--- config.mk ---
export PLATFORM = sky130hd
export DESIGN_NAME = fact_engine
export DESIGN_NICKNAME = d
export VERILOG_FILES = /design/src/rtl/fact_engine.sv
export SDC_FILE = /design/constraint.sdc
export NUM_CORES = 1
export LEC_CHECK = 0
export ABC_AREA = 0
export BUFFER_PORTS_ARGS = -buffer_cell sky130_fd_sc_hd__buf_4
export CAP_MARGIN = 20
export CORE_ASPECT_RATIO = 0.75
export CORE_UTILIZATION = 57
export CTS_BUF_LIST = sky130_fd_sc_hd__clkbuf_4
export DETAILED_ROUTE_END_ITERATION = 10
export GPL_ROUTABILITY_DRIVEN = 0
export HOLD_SLACK_MARGIN = 0.1
export PLACE_DENSITY_LB_ADDON = 0.08
export SLEW_MARGIN = 20
export SYNTH_ARGS = -nofsm -noshare
export SYNTH_HDL_FRONTEND = slang
export SYNTH_SLANG_ARGS = --single-unit
--- constraint.sdc ---
create_clock -name clk -period 4.15 [get_ports clk]
set_input_delay 0.2075 -clock clk [delete_from_list [all_inputs] [get_ports clk]]
set_output_delay 0.2075 -clock clk [all_outputs]
set_load 0.005 [all_outputs]
--- src/rtl/fact_engine.sv ---
// rtl/fact_engine.sv - iterative factorial engine; optional sticky overflow flag via FACT_OVF_DETECT_EN
module fact_engine #(
    parameter int N_W   = 4,
    parameter int WIDTH = 32
) (
    input  logic             clk,
    input  logic             rst,
    input  logic             go,
    input  logic [N_W-1:0]   n,
    output logic [WIDTH-1:0] result,
    output logic             done,
    output logic             busy,
    output logic             ovf,
    output logic [2:0]       cs
);

    typedef enum logic [2:0] {
        S_IDLE  = 3'd0,
        S_LOAD  = 3'd1,
        S_CHECK = 3'd2,
        S_MUL   = 3'd3,
        S_DONE  = 3'd4
    } state_t;

    state_t           state_q, state_d;
    logic [WIDTH-1:0] product_q, product_d;
    logic [N_W-1:0]   count_q, count_d;
    logic [WIDTH-1:0] prod_lo;

`ifdef FACT_OVF_DETECT_EN
    logic [2*WIDTH-1:0] full;
    logic               ovf_q, ovf_d;

    // Double-width product so the upper half reveals a lost carry.
    assign full    = {{WIDTH{1'b0}}, product_q} * {{(2*WIDTH-N_W){1'b0}}, count_q};
    assign prod_lo = full[WIDTH-1:0];
    assign ovf     = ovf_q;
`else
    // Only the low half is kept; the product wraps silently.
    assign prod_lo = product_q * {{(WIDTH-N_W){1'b0}}, count_q};
    assign ovf     = 1'b0;
`endif

    assign result = product_q;
    assign done   = (state_q == S_DONE);
    assign busy   = (state_q == S_LOAD) || (state_q == S_CHECK) ||
                    (state_q == S_MUL)  || (state_q == S_DONE);
    assign cs     = state_q;

    // Next-state and datapath update for the sequencer.
    always_comb begin
        state_d   = state_q;
        product_d = product_q;
        count_d   = count_q;
`ifdef FACT_OVF_DETECT_EN
        ovf_d     = ovf_q;
`endif
        case (state_q)
            S_IDLE: begin
                if (go) state_d = S_LOAD;
            end
            S_LOAD: begin
                product_d = {{(WIDTH-1){1'b0}}, 1'b1};
                count_d   = n;
`ifdef FACT_OVF_DETECT_EN
                ovf_d     = 1'b0;
`endif
                state_d   = S_CHECK;
            end
            S_CHECK: begin
                // count stops at 1, so the decrement in MUL never wraps.
                if (count_q <= N_W'(1)) state_d = S_DONE;
                else                    state_d = S_MUL;
            end
            S_MUL: begin
                product_d = prod_lo;
                count_d   = count_q - N_W'(1);
`ifdef FACT_OVF_DETECT_EN
                ovf_d     = ovf_q | (|full[2*WIDTH-1:WIDTH]);
`endif
                state_d   = S_CHECK;
            end
            S_DONE: begin
                state_d = S_IDLE;
            end
            default: begin
                state_d = S_IDLE;
            end
        endcase
    end

    // State and datapath registers; reset aborts any run immediately.
    always_ff @(posedge clk or negedge rst) begin
        if (!rst) begin
            state_q   <= S_IDLE;
            product_q <= '0;
            count_q   <= '0;
`ifdef FACT_OVF_DETECT_EN
            ovf_q     <= 1'b0;
`endif
        end else begin
            state_q   <= state_d;
            product_q <= product_d;
            count_q   <= count_d;
`ifdef FACT_OVF_DETECT_EN
            ovf_q     <= ovf_d;
`endif
        end
    end

endmodule

-- Word-level counts from Yosys, hierarchy flattened
Index checks and enable logic that the tools add are counted.
- add/subtract/negate cells: 1
- $mul: 1
- order comparisons: 1
- eq/ne operators: 5
- multiplexer cells: 5
- reductions and logical operators: 6
- operators by type and width (cell ; count):
    $pmux 32 s2 ; 1
    $mul 32x4->32 ; 1
    $pmux 3 s3 ; 1
    $pmux 4 s2 ; 1
    $eq 3x2->1 const B ; 2
    $mux 3 ; 2
    $le 4x1->1 const B ; 1
    $sub 4x1->4 const B ; 1
    $eq 3x1->1 const B ; 1
    $eq 3x3->1 const B ; 1
    $logic_not 3->1 ; 1
    $logic_or 1x1->1 ; 3
    $ne 2x2->1 const B ; 1
    $reduce_bool 2->1 ; 1
    $reduce_or 2->1 ; 1
- bits in registers: 39
- input bits: 7
- output and inout port bits: 38
- logic and storage cells: 22

-- Depth between registers and ports, before layout
- word-level depth: 4
- gate-level depth with buffers: 15
- depth with buffers taken out: 13

-- Worst setup path before layout
OpenSTA, ideal clock, no wires.
- path kind: reg2reg
- start: reg count_q[2]
- end: reg product_q[28] (netlist: result[28])
- library setup time: 0.122 ns
- data arrival time: 3.841 ns
- data required time: 4.028 ns
- slack: 0.188 ns
- cell stages (with the launch flop): 14
- buffers on the path: 1
- clock period less this slack: 3.962 ns
- path through: dfrtp_1 > clkbuf_1 > nand2_1 > fa_1 > fa_1 > inv_1 > fa_1 > a211o_1 > o211ai_1 > a211oi_2 > nor3_2 > and4b_1 > or4_1 > a32o_1
- longest elaborated chain between the ends: 2
- RTL lines (item ; line ; RTL):
    start: declaration ; 27 ; logic [N_W-1:0] count_q, count_d;
    start signal: assignment ; 104 ; count_q <= count_d;
    $mul 32x4->32 ; 40 ; assign prod_lo = product_q * {{(WIDTH-N_W){1'b0}}, count_q};
    $pmux 32 s2 ; 58 ; case (state_q)
    end signal: assignment ; 103 ; product_q <= product_d;
    end: declaration ; 26 ; logic [WIDTH-1:0] product_q, product_d;
No other way between the ends.
A chain may end at the register's enable or synchronous reset.

-- Worst setup path after layout
- start: reg count_q[3]
- end: reg product_q[28] (netlist: result[28])
Same word-level chain as after synthesis.

==> results.py <==
metrics = {
    "synth": {
        "synth_compound_area_frac": 0.153,
        "synthCells": 685,
        "synth.cell_area_sq_um": 5470,
        "synth.distinct_cells": 55,
        "synth_fp_nets": 783,
        "synth-simple-area-share": 0.238,
        "yosys_warnings": 0,
        "synth_edf_count": 0,
        "ys_seq_area_frac": 0.178,
        "async_reset_ff_frac": 1.00,
        "synth-xor-area-share": 0.0352,
        "ys_ff_latch": 39,
        "yosys_most_used_dff": "dfrtp_1",
        "synth_mux_area_frac": 0.00732,
        "synth.avg_cell_area_sq_um": 7.99,
        "synth_top_family_by_area": "adder cells",
        "synthAdderAreaFrac": 0.286,
    },
    "timing": {
        "finClkSkew_ns": 0.0118,
        "fin_crit_sh": 0.983,
        "setup_violations": 0,
        "worstMarginPinSlew_ns": 0.919,
        "final_max_slew_viol_count": 0,
        "fin_crit_ns": 4.08,
        "maxSlewHeadroom": 0.386,
        "tns_ns": 0,
        "fmax_mhz": 245,
        "fin_ws_ns": 0.0711,
        "hold_viol": 0,
    },
    "grt": {
        "grt_max_degree": 41,
        "grt_overflow_total": 0,
        "grt_first_pass_wirelength_mm": 22.8,
        "grt.total_usage": 0.295,
        "antenna_found_initial": 0,
        "grt_pass1_vias": 4642,
    },
    "detailed_routing": {
        "drt-wirelength-per-cell_microns": 16.6,
        "vias_per_cell": 5.60,
        "num_vias": 4919,
        "drt_iter0_drc": 455,
        "drc_errors": 0,
        "ant_nets": 0,
        "first_pass_iters": 5,
        "drt_wl_total_mm": 14.6,
    },
    "floorplan": {
        "dieArea_sq_um": 10000,
        "core_area_sq_um": 9200,
        "num_rows": 30,
        "die_x_microns": 115,
        "io_pins": 45,
        "start_util": 0.595,
        "die_h_microns": 86.8,
    },
    "worst_setup_path": {
        "crit_path_start_kind": "flop",
        "cp_max_fo": 6,
        "criticalPathCategory": "reg -> reg",
        "crit_buf_inv": 3,
        "required_ns": 4.43,
        "reg2reg_depth": 13,
        "crit_path_top_delay_cell": "fa_1",
        "arrival_ns": 4.36,
        "cp_top_family": "adder cells",
        "crit_cells": 13,
        "cp-end-kind": "flop",
        "critPathMaxStageDelay_ns": 0.56,
        "path_cells": "buf_6 -> and2_1 -> fa_1 -> inv_1 -> fa_1 -> inv_1 -> ha_1 -> a2111oi_4 -> a211oi_4 -> nor3_2 -> and4b_1 -> or4_1 -> a32o_1",
    },
    "clock_network": {
        "htreeDepth": 2,
        "root_buffer": "clkbuf_4",
        "cts_buffers": 5,
        "cts_tree": "done",
        "cts.sinks": 39,
        "clock_latency_ns": 0.37,
        "cts.path.max_buffers": 2,
        "path_clk_slew_ns": 0.15,
    },
    "final_layout": {
        "antenna_cells": 0,
        "area_growth_pct": 18.8,
        "final_common_cell": "inv_1",
        "drive_gt1_frac": 0.173,
        "final_cell_mix": "inv_1, and2_1, nand2_1",
        "fin_cells": 879,
        "layout.nets": 848,
    },
    "place": {
        "post-place-ws_ns": -0.000838,
        "io_buffers": 43,
        "hpwlAfterDp_mm": 10.5,
        "placed_cells_incl_taps": 859,
    },
    "flow_run": {
        "drv_cap": 0,
    },
    "min_path": {
        "worstHoldPathCells": 3,
        "worst_hold_path_type": "in -> reg",
    },
    "outcome": {
        "status": "finished clean",
    },
}
## cell type report
cell class | count | area (sq um)
multi-input cells | 499 | 4150
fillers | 728 | 2700
flip-flops and latches | 39 | 978
repair buffers | 87 | 708
inverters | 118 | 443
well taps | 128 | 160
clock buffers | 5 | 37.5
clock inverters | 3 | 20.0
## worst paths after layout
path | slack (ns) | end | from
min in group asynchronous | 0.35 | cs[0]$_DFFE_PN0P_ | rst
hold / removal | 0.13 | count_q[0]$_DFFE_PN0P_ | n[0]
setup reg to reg | 0.07 | result[28]$_DFFE_PN0P_ | count_q[3]$_DFFE_PN0P_
max in group asynchronous | 3.38 | count_q[3]$_DFFE_PN0P_ | rst
setup / recovery | 0.07 | result[28]$_DFFE_PN0P_ | count_q[3]$_DFFE_PN0P_
hold reg to reg | 0.59 | cs[2]$_DFFE_PN0P_ | cs[0]$_DFFE_PN0P_
## cells by family after synthesis
logic type      after synthesis
buf+inv                     147
mux                           4
other cells                   1
flops                        39
simple gates                251
fa+ha+maj                    91
xor+xnor                     22
compound gates              130
## metal layers
metal | up-vias | wire, microns | track usage
met3 | 29 | 995 | 0.0357
met5 | - | 0 | 0
met4 | 0 | 298 | 0.0720
li1 | 2319 | - | -
met2 | 203 | 6670 | 0.475
met1 | 2368 | 6670 | 0.425
## stage by stage
step,util,cell area [sq um],hold slack [ns]
2_1_floorplan,-,5470,-0.0881
3_3_place_gp,0.662,6090,0.234
3_5_place_dp,0.662,6090,0.243
4_1_cts,0.671,6170,0.127
5_1_grt,0.707,6500,0.138
6_report,0.707,6500,0.133
## worst reg2reg max path, cell delays in order (launching register included)
cell	delay (ns)
dfrtp_2	0.51
buf_6	0.16
and2_1	0.15
fa_1	0.53
inv_1	0.06
fa_1	0.56
inv_1	0.05
ha_1	0.34
a2111oi_4	0.43
a211oi_4	0.14
nor3_2	0.19
and4b_1	0.23
or4_1	0.40
a32o_1	0.25
## cell usage after synthesis, drive strengths merged, types with 3 or more instances
| library cell | n | area share |
|---|---|---|
| xor2 | 5 | 0.0080 |
| o21bai | 3 | 0.0041 |
| xnor2 | 17 | 0.027 |
| nor2 | 21 | 0.014 |
| a22oi | 3 | 0.0041 |
| nor2b | 4 | 0.0046 |
| or3 | 4 | 0.0046 |
| a211o | 3 | 0.0048 |
| a32o | 5 | 0.0091 |
| mux2i | 4 | 0.0073 |
| dfrtp | 39 | 0.18 |
| nand2b | 7 | 0.0080 |
| nand2 | 86 | 0.059 |
| a211oi | 4 | 0.0064 |
| o31ai | 4 | 0.0055 |
| ha | 34 | 0.078 |
| o21ai | 41 | 0.038 |
| o21a | 6 | 0.0082 |
| a21boi | 3 | 0.0041 |
| nor3 | 7 | 0.0073 |
| inv | 118 | 0.081 |
| a21o | 10 | 0.014 |
| a31oi | 3 | 0.0034 |
| nand4 | 5 | 0.0057 |
| and3 | 3 | 0.0034 |
| clkbuf | 27 | 0.019 |
| and2 | 88 | 0.10 |
| fa | 57 | 0.21 |
| nand3 | 15 | 0.014 |
| a21oi | 33 | 0.031 |
## registers in the layout, summed over array words and instances (netlist names)
signal,cells
result,32
count_q,4
cs,3
## timing repair
action | CTS | global route
pin swaps | 1 | 14
endpoints found under the hold margin | 40 | 0
resized for setup | 0 | 44
buffers inserted | 0 | 7
hold buffers | 2 | 0
endpoints found under the setup margin | 2 | 9
gates cloned | 0 | 3
Power is left out: the tool's default activity adds up to more than one toggle a clock period on the data nets, which glitch-free logic cannot reach.
